**config.mk**
```make
export PLATFORM = sky130hd
export DESIGN_NAME = multicycle_control_fsm_flat
export DESIGN_NICKNAME = d
export VERILOG_FILES = /design/src/rtl/multicycle_control_fsm_pkg.sv /design/src/rtl/multicycle_control_fsm_if.sv /design/src/rtl/multicycle_control_fsm_control_output_decoder.sv /design/src/rtl/multicycle_control_fsm.sv /design/src/flat_wrapper.sv
export SDC_FILE = /design/constraint.sdc
export NUM_CORES = 1
export LEC_CHECK = 0
export CAP_MARGIN = 20
export CORE_AREA = 8 8 45 47
export DETAILED_ROUTE_END_ITERATION = 8
export DIE_AREA = 0 0 53 55
export GPL_ROUTABILITY_DRIVEN = 0
export HOLD_SLACK_MARGIN = 0.06
export MAX_ROUTING_LAYER = met4
export PLACE_DENSITY = 0.75
export SKIP_LAST_GASP = 1
export SLEW_MARGIN = 20
export SYNTH_ARGS = -nofsm -noshare
export SYNTH_HDL_FRONTEND = slang
export SYNTH_SLANG_ARGS = --single-unit
```
**constraint.sdc**
```tcl
create_clock -name clk -period 1.5 [get_ports clk]
set_clock_uncertainty 0.15 [all_clocks]
set_input_delay 0.3 -clock clk [delete_from_list [all_inputs] [get_ports clk]]
set_output_delay 0.3 -clock clk [all_outputs]
set_load 0.03 [all_outputs]
```
**src/rtl/multicycle_control_fsm_pkg.sv**
```systemverilog
// multicycle_control_fsm_pkg: state encoding, opcodes, selector codes and control word of the RV32I control FSM.
package multicycle_control_fsm_pkg;

   typedef enum logic [3:0] {
      S_FETCH    = 4'd0,
      S_DECODE   = 4'd1,
      S_MEMADR   = 4'd2,
      S_MEMREAD  = 4'd3,
      S_MEMWB    = 4'd4,
      S_MEMWRITE = 4'd5,
      S_EXECR    = 4'd6,
      S_EXECI    = 4'd7,
      S_JAL      = 4'd8,
      S_ALUWB    = 4'd9,
      S_BEQ      = 4'd10
   } state_t;

   localparam logic [6:0] OP_LW  = 7'b0000011;
   localparam logic [6:0] OP_SW  = 7'b0100011;
   localparam logic [6:0] OP_R   = 7'b0110011;
   localparam logic [6:0] OP_I   = 7'b0010011;
   localparam logic [6:0] OP_BEQ = 7'b1100011;
   localparam logic [6:0] OP_JAL = 7'b1101111;

   localparam logic [1:0] SRCA_PC    = 2'b00;
   localparam logic [1:0] SRCA_OLDPC = 2'b01;
   localparam logic [1:0] SRCA_REG   = 2'b10;

   localparam logic [1:0] SRCB_REG  = 2'b00;
   localparam logic [1:0] SRCB_IMM  = 2'b01;
   localparam logic [1:0] SRCB_FOUR = 2'b10;

   localparam logic [1:0] RES_ALUOUT    = 2'b00;
   localparam logic [1:0] RES_MEMDATA   = 2'b01;
   localparam logic [1:0] RES_ALURESULT = 2'b10;

   localparam logic [1:0] ALUOP_ADD   = 2'b00;
   localparam logic [1:0] ALUOP_SUB   = 2'b01;
   localparam logic [1:0] ALUOP_FUNCT = 2'b10;

   typedef struct packed {
      logic       adr_src;
      logic       mem_write;
      logic       ir_write;
      logic       reg_write;
      logic       pc_update;
      logic       branch;
      logic [1:0] result_src;
      logic [1:0] alu_src_a;
      logic [1:0] alu_src_b;
      logic [1:0] alu_op;
   } ctrl_t;

endpackage

```
**src/rtl/multicycle_control_fsm_if.sv**
```systemverilog
// multicycle_control_fsm_if: opcode/flag inputs and control outputs between the control FSM and the datapath.
interface multicycle_control_fsm_if #(parameter int STATE_WIDTH = 4);
   logic [6:0]             op;
   logic                   zero;
   logic                   pc_write;
   logic                   adr_src;
   logic                   mem_write;
   logic                   ir_write;
   logic                   reg_write;
   logic                   illegal_op;
   logic [1:0]             result_src;
   logic [1:0]             alu_src_a;
   logic [1:0]             alu_src_b;
   logic [1:0]             alu_op;
   logic [STATE_WIDTH-1:0] state_dbg;

   modport master (
      input  op, zero,
      output pc_write, adr_src, mem_write, ir_write, reg_write, illegal_op,
             result_src, alu_src_a, alu_src_b, alu_op, state_dbg
   );

   modport slave (
      output op, zero,
      input  pc_write, adr_src, mem_write, ir_write, reg_write, illegal_op,
             result_src, alu_src_a, alu_src_b, alu_op, state_dbg
   );
endinterface

```
**src/rtl/multicycle_control_fsm_control_output_decoder.sv**
```systemverilog
// control_output_decoder: Moore control word for each FSM state; unused encodings yield an all-zero word.
module control_output_decoder
   import multicycle_control_fsm_pkg::*;
(
   input  state_t state_i,
   output ctrl_t  ctrl_o
);

   always_comb begin
      ctrl_o = '0;
      case (state_i)
         S_FETCH: begin
            ctrl_o.ir_write   = 1'b1;
            ctrl_o.pc_update  = 1'b1;
            ctrl_o.alu_src_a  = SRCA_PC;
            ctrl_o.alu_src_b  = SRCB_FOUR;
            ctrl_o.alu_op     = ALUOP_ADD;
            ctrl_o.result_src = RES_ALURESULT;
         end
         S_DECODE: begin
            ctrl_o.alu_src_a = SRCA_OLDPC;
            ctrl_o.alu_src_b = SRCB_IMM;
            ctrl_o.alu_op    = ALUOP_ADD;
         end
         S_MEMADR: begin
            ctrl_o.alu_src_a = SRCA_REG;
            ctrl_o.alu_src_b = SRCB_IMM;
            ctrl_o.alu_op    = ALUOP_ADD;
         end
         S_MEMREAD: begin
            ctrl_o.adr_src    = 1'b1;
            ctrl_o.result_src = RES_ALUOUT;
         end
         S_MEMWB: begin
            ctrl_o.reg_write  = 1'b1;
            ctrl_o.result_src = RES_MEMDATA;
         end
         S_MEMWRITE: begin
            ctrl_o.adr_src    = 1'b1;
            ctrl_o.mem_write  = 1'b1;
            ctrl_o.result_src = RES_ALUOUT;
         end
         S_EXECR: begin
            ctrl_o.alu_src_a = SRCA_REG;
            ctrl_o.alu_src_b = SRCB_REG;
            ctrl_o.alu_op    = ALUOP_FUNCT;
         end
         S_EXECI: begin
            ctrl_o.alu_src_a = SRCA_REG;
            ctrl_o.alu_src_b = SRCB_IMM;
            ctrl_o.alu_op    = ALUOP_FUNCT;
         end
         S_JAL: begin
            ctrl_o.pc_update  = 1'b1;
            ctrl_o.alu_src_a  = SRCA_OLDPC;
            ctrl_o.alu_src_b  = SRCB_FOUR;
            ctrl_o.alu_op     = ALUOP_ADD;
            ctrl_o.result_src = RES_ALUOUT;
         end
         S_ALUWB: begin
            ctrl_o.reg_write  = 1'b1;
            ctrl_o.result_src = RES_ALUOUT;
         end
         S_BEQ: begin
            ctrl_o.branch     = 1'b1;
            ctrl_o.alu_src_a  = SRCA_REG;
            ctrl_o.alu_src_b  = SRCB_REG;
            ctrl_o.alu_op     = ALUOP_SUB;
            ctrl_o.result_src = RES_ALUOUT;
         end
         default: ctrl_o = '0;
      endcase
   end

endmodule

```
**src/rtl/multicycle_control_fsm.sv**
```systemverilog
// multicycle_control_fsm: state register and sequencing of the multicycle RV32I core, with reset forcing of all outputs.
module multicycle_control_fsm
   import multicycle_control_fsm_pkg::*;
#(
   parameter int STATE_WIDTH = 4
) (
   input logic                    clk,
   input logic                    reset,
   multicycle_control_fsm_if.master bus
);

   state_t state_q, state_d;
   ctrl_t  dec, ctrl;
   logic   illegal_d;

   always_ff @(posedge clk)
      state_q <= !reset ? S_FETCH : state_d;

   always_comb begin
      state_d   = S_FETCH;
      illegal_d = 1'b0;
      case (state_q)
         S_FETCH:   state_d = S_DECODE;
         S_DECODE: begin
            case (bus.op)
               OP_LW, OP_SW: state_d = S_MEMADR;
               OP_R:         state_d = S_EXECR;
               OP_I:         state_d = S_EXECI;
               OP_BEQ:       state_d = S_BEQ;
               OP_JAL:       state_d = S_JAL;
               default:      illegal_d = 1'b1;
            endcase
         end
         S_MEMADR:  state_d = bus.op[5] ? S_MEMWRITE : S_MEMREAD;
         S_MEMREAD: state_d = S_MEMWB;
         S_EXECR,
         S_EXECI,
         S_JAL:     state_d = S_ALUWB;
         default:   state_d = S_FETCH;
      endcase
   end

   control_output_decoder u_dec (
      .state_i (state_q),
      .ctrl_o  (dec)
   );

   // Holding reset low masks every enable and selector so no write leaks out mid-instruction.
   assign ctrl = reset ? dec : '0;

   assign bus.pc_write   = ctrl.pc_update | (ctrl.branch & bus.zero);
   assign bus.illegal_op = reset & illegal_d;
   assign bus.adr_src    = ctrl.adr_src;
   assign bus.mem_write  = ctrl.mem_write;
   assign bus.ir_write   = ctrl.ir_write;
   assign bus.reg_write  = ctrl.reg_write;
   assign bus.result_src = ctrl.result_src;
   assign bus.alu_src_a  = ctrl.alu_src_a;
   assign bus.alu_src_b  = ctrl.alu_src_b;
   assign bus.alu_op     = ctrl.alu_op;
   assign bus.state_dbg  = STATE_WIDTH'(state_q);

endmodule

```
**src/flat_wrapper.sv**
```systemverilog
// flat-port wrapper written by rule: the top's interface ports become plain ports
module multicycle_control_fsm_flat import multicycle_control_fsm_pkg::*;
#(
   parameter int STATE_WIDTH = 4
)
  (clk, reset, bus_op, bus_zero, bus_pc_write, bus_adr_src, bus_mem_write, bus_ir_write, bus_reg_write, bus_illegal_op, bus_result_src, bus_alu_src_a, bus_alu_src_b, bus_alu_op, bus_state_dbg);
  multicycle_control_fsm_if #(.STATE_WIDTH(STATE_WIDTH)) bus_i ();
  input logic clk;
  input logic reset;
  input wire logic [$bits(bus_i.op)-1:0] bus_op;
  input wire logic [$bits(bus_i.zero)-1:0] bus_zero;
  output wire logic [$bits(bus_i.pc_write)-1:0] bus_pc_write;
  output wire logic [$bits(bus_i.adr_src)-1:0] bus_adr_src;
  output wire logic [$bits(bus_i.mem_write)-1:0] bus_mem_write;
  output wire logic [$bits(bus_i.ir_write)-1:0] bus_ir_write;
  output wire logic [$bits(bus_i.reg_write)-1:0] bus_reg_write;
  output wire logic [$bits(bus_i.illegal_op)-1:0] bus_illegal_op;
  output wire logic [$bits(bus_i.result_src)-1:0] bus_result_src;
  output wire logic [$bits(bus_i.alu_src_a)-1:0] bus_alu_src_a;
  output wire logic [$bits(bus_i.alu_src_b)-1:0] bus_alu_src_b;
  output wire logic [$bits(bus_i.alu_op)-1:0] bus_alu_op;
  output wire logic [$bits(bus_i.state_dbg)-1:0] bus_state_dbg;
  assign bus_i.op = bus_op;
  assign bus_i.zero = bus_zero;
  assign bus_pc_write = bus_i.pc_write;
  assign bus_adr_src = bus_i.adr_src;
  assign bus_mem_write = bus_i.mem_write;
  assign bus_ir_write = bus_i.ir_write;
  assign bus_reg_write = bus_i.reg_write;
  assign bus_illegal_op = bus_i.illegal_op;
  assign bus_result_src = bus_i.result_src;
  assign bus_alu_src_a = bus_i.alu_src_a;
  assign bus_alu_src_b = bus_i.alu_src_b;
  assign bus_alu_op = bus_i.alu_op;
  assign bus_state_dbg = bus_i.state_dbg;
  multicycle_control_fsm #(.STATE_WIDTH(STATE_WIDTH)) u_core (.clk(clk), .reset(reset), .bus(bus_i));
endmodule
```
==> run metrics <==
Ports=28; R2R Setup Slk=-210 ps; Total Nets Final=144; failing checks=setup timing; vias in the first global route=903; Synthesis Warnings=0; Die ar.=2915 sq um; latest clock arrival within the worst-skew pair=240 ps; nature of the critical path startpoint=flop; GRT overflow=0; pin count of the biggest net entering global routing=8; Buffers on Ports=27; area leader, netlist=dfxtp_1; Peak VDD IR=0.3596 mV; Sw Pwr=0.1852 mW; PD cells=398.0 nW/um^2; unrepaired setup endpoints after global routing=yes; clock-pin slew on the worst setup and hold paths=40 ps; Max Cap Viol=0; H-tree depth=1; Fin. Hold Viols=0; post-route design area=1300 sq um; CTS Buffer Depth=2; Sinks on Clock Net=4; Tightest Pin Transition=284.8 ps; vias per inst=5.912; Final Critical Period=1888 ps; Fmax=0.5298 GHz; Max transition margin=0.8088; async set-reset flop share out of synthesis=0; Tcrit/Tclk final=1.258; Root Driver=clkbuf_4; EDFF count, synth=0; CP required=1050 ps; Synthesized Nets=74; wire per inst=22.86 microns; Min-Delay Path Class=in2reg; Internal=0.3322 mW; Post-synth top cells=nand2_1 (8), a21oi_1 (7), dfxtp_1 (4), nand2b_1 (4), nor2b_1 (4); CTS tree=yes; P_leak=0.5989 nW; class of the most critical setup path=reg2out; Routed Antenna Nets=0; Reg power frac=0.212; Cell Area, Synth=452.9 sq um; Core Region=1384 sq um; status=complete, but fails checks; Cells after Synth=64; Initial DRC Count=22; diode count=0; FF+latch count, synth=4; main area contributors after synthesis=dfxtp_1 (18%), a21oi_1 (7.7%), nand2_1 (6.6%), nand2b_1 (5.5%), nor2b_1 (5.5%); CTS Hold Bufs=0; Residual DRC=0; final setup vio count=17; Avg Inst Size Synth=7.077 sq um; first-pass GRT wire length=4153 microns; Vias=875; Worst Setup End Kind=output port; combinational share of power=0.518; Initial Util=0.3273; Cell Area, Placed=969.7 sq um; Synth top area share=0.1768; Most used DFF post-synth=dfxtp_1; total iterations of the first detailed-routing run=4; total CTS buffers=3; final core occ=0.9394; antenna violations before repair=0; final setup margin=-387.6 ps; Yosys cell types=30; max reg flops=4; Final HPWL DP=1485 microns; gr usage total=0.2032; clock power share=0.270; CP arrival=1440 ps; sequential share of the synthesized area=0.1768; Cell Rows=14; Setup WS pre-CTS=-472.1 ps; Switching Fraction=0.3579; Die W=53 microns; final WL=3384 microns; CP Max Fanout=5; die height=55 microns; max-slew violations=0; most frequent cell after synthesis=nand2_1; share of layout cells above drive strength 1=0.7727; Area growth syn-to-layout=187.0%
cells by family after synthesis:
kind of cell              share of synthesized area
and+or+nand+nor                              0.5331
AOI/OAI and AO/OA                            0.1354
buffers and inverters                       0.07456
DFF                                          0.1768
xor gates and xnor gates                    0.05802
muxes                                       0.02210
layer usage:
layer	track usage	wire length (microns)
met4	0.1767	221
met5	-	0
met1	0.1651	1153
met2	0.3809	1813
met3	0.04278	196
through the flow:
stage | power, mW | setup TNS (ps) | cells | hold slack, ps
3_3_place_gp | 0.3023 | -5177 | 128 | 442.3
6_report | 0.5174 | -4409 | 148 | 370.7
2_1_floorplan | 0.2144 | -850.8 | 64 | 289.6
3_5_place_dp | 0.3071 | -5980 | 128 | 435.7
5_1_grt | 0.5325 | -5035 | 148 | 375.4
4_1_cts | 0.4797 | -3637 | 145 | 431.2
worst max-delay path, stage by stage, from the launching register on:
cell	delay (ps)
dfxtp_4	360
nor4b_4	290
nand2_1	130
and3b_2	280
buf_6	130
final timing paths:
check,cells after the start,startpoint,endpoint
max,4,u_core.bus.state_dbg[2]$_SDFF_PN0_,bus_illegal_op
min,4,bus_op[5],u_core.bus.state_dbg[1]$_SDFF_PN0_
max reg2reg,6,u_core.bus.state_dbg[2]$_SDFF_PN0_,u_core.bus.state_dbg[1]$_SDFF_PN0_
min reg2reg,4,u_core.bus.state_dbg[1]$_SDFF_PN0_,u_core.bus.state_dbg[3]$_SDFF_PN0_
power groups by stage:
stage / Clock (mW) / Combinational [mW] / Sequential, mW
2_1_floorplan: 0 / 0.0985 / 0.116
3_3_place_gp: 0 / 0.193 / 0.110
3_5_place_dp: 0 / 0.197 / 0.110
4_1_cts: 0.141 / 0.230 / 0.109
5_1_grt: 0.146 / 0.277 / 0.110
6_report: 0.139 / 0.268 / 0.110
what timing repair did:
action,4_1_cts,5_1_grt
gates resized for setup,42,28
pin swaps,9,8
setup buffers,14,4
setup endpoints to repair,15,21
cloned,0,0
layout by cell type, fill, tap and decap left out, types with 2 or more instances in the layout:
cell type / synthesis / final
a21oi_1: 7 / 4
a21oi_4: 0 / 3
buf_4: 2 / 31
buf_6: 0 / 30
clkbuf_2: 0 / 6
clkbuf_4: 0 / 3
dfxtp_4: 0 / 4
nand2_1: 8 / 5
nand2_2: 0 / 2
nand2b_4: 0 / 3
nand3_2: 0 / 2
nand4_1: 2 / 2
nor2b_4: 0 / 3
nor3_4: 0 / 4
xnor2_1: 2 / 2
cell type report:
type	count	area [sq um]
sequential	4	95.09
multi-input combinational	54	526.8
fill	46	83.83
inverter	1	3.754
tap	16	20.02
timing repair buffer	70	631.9
clock buffer	3	22.52
Power figures use the tool's default switching activity.
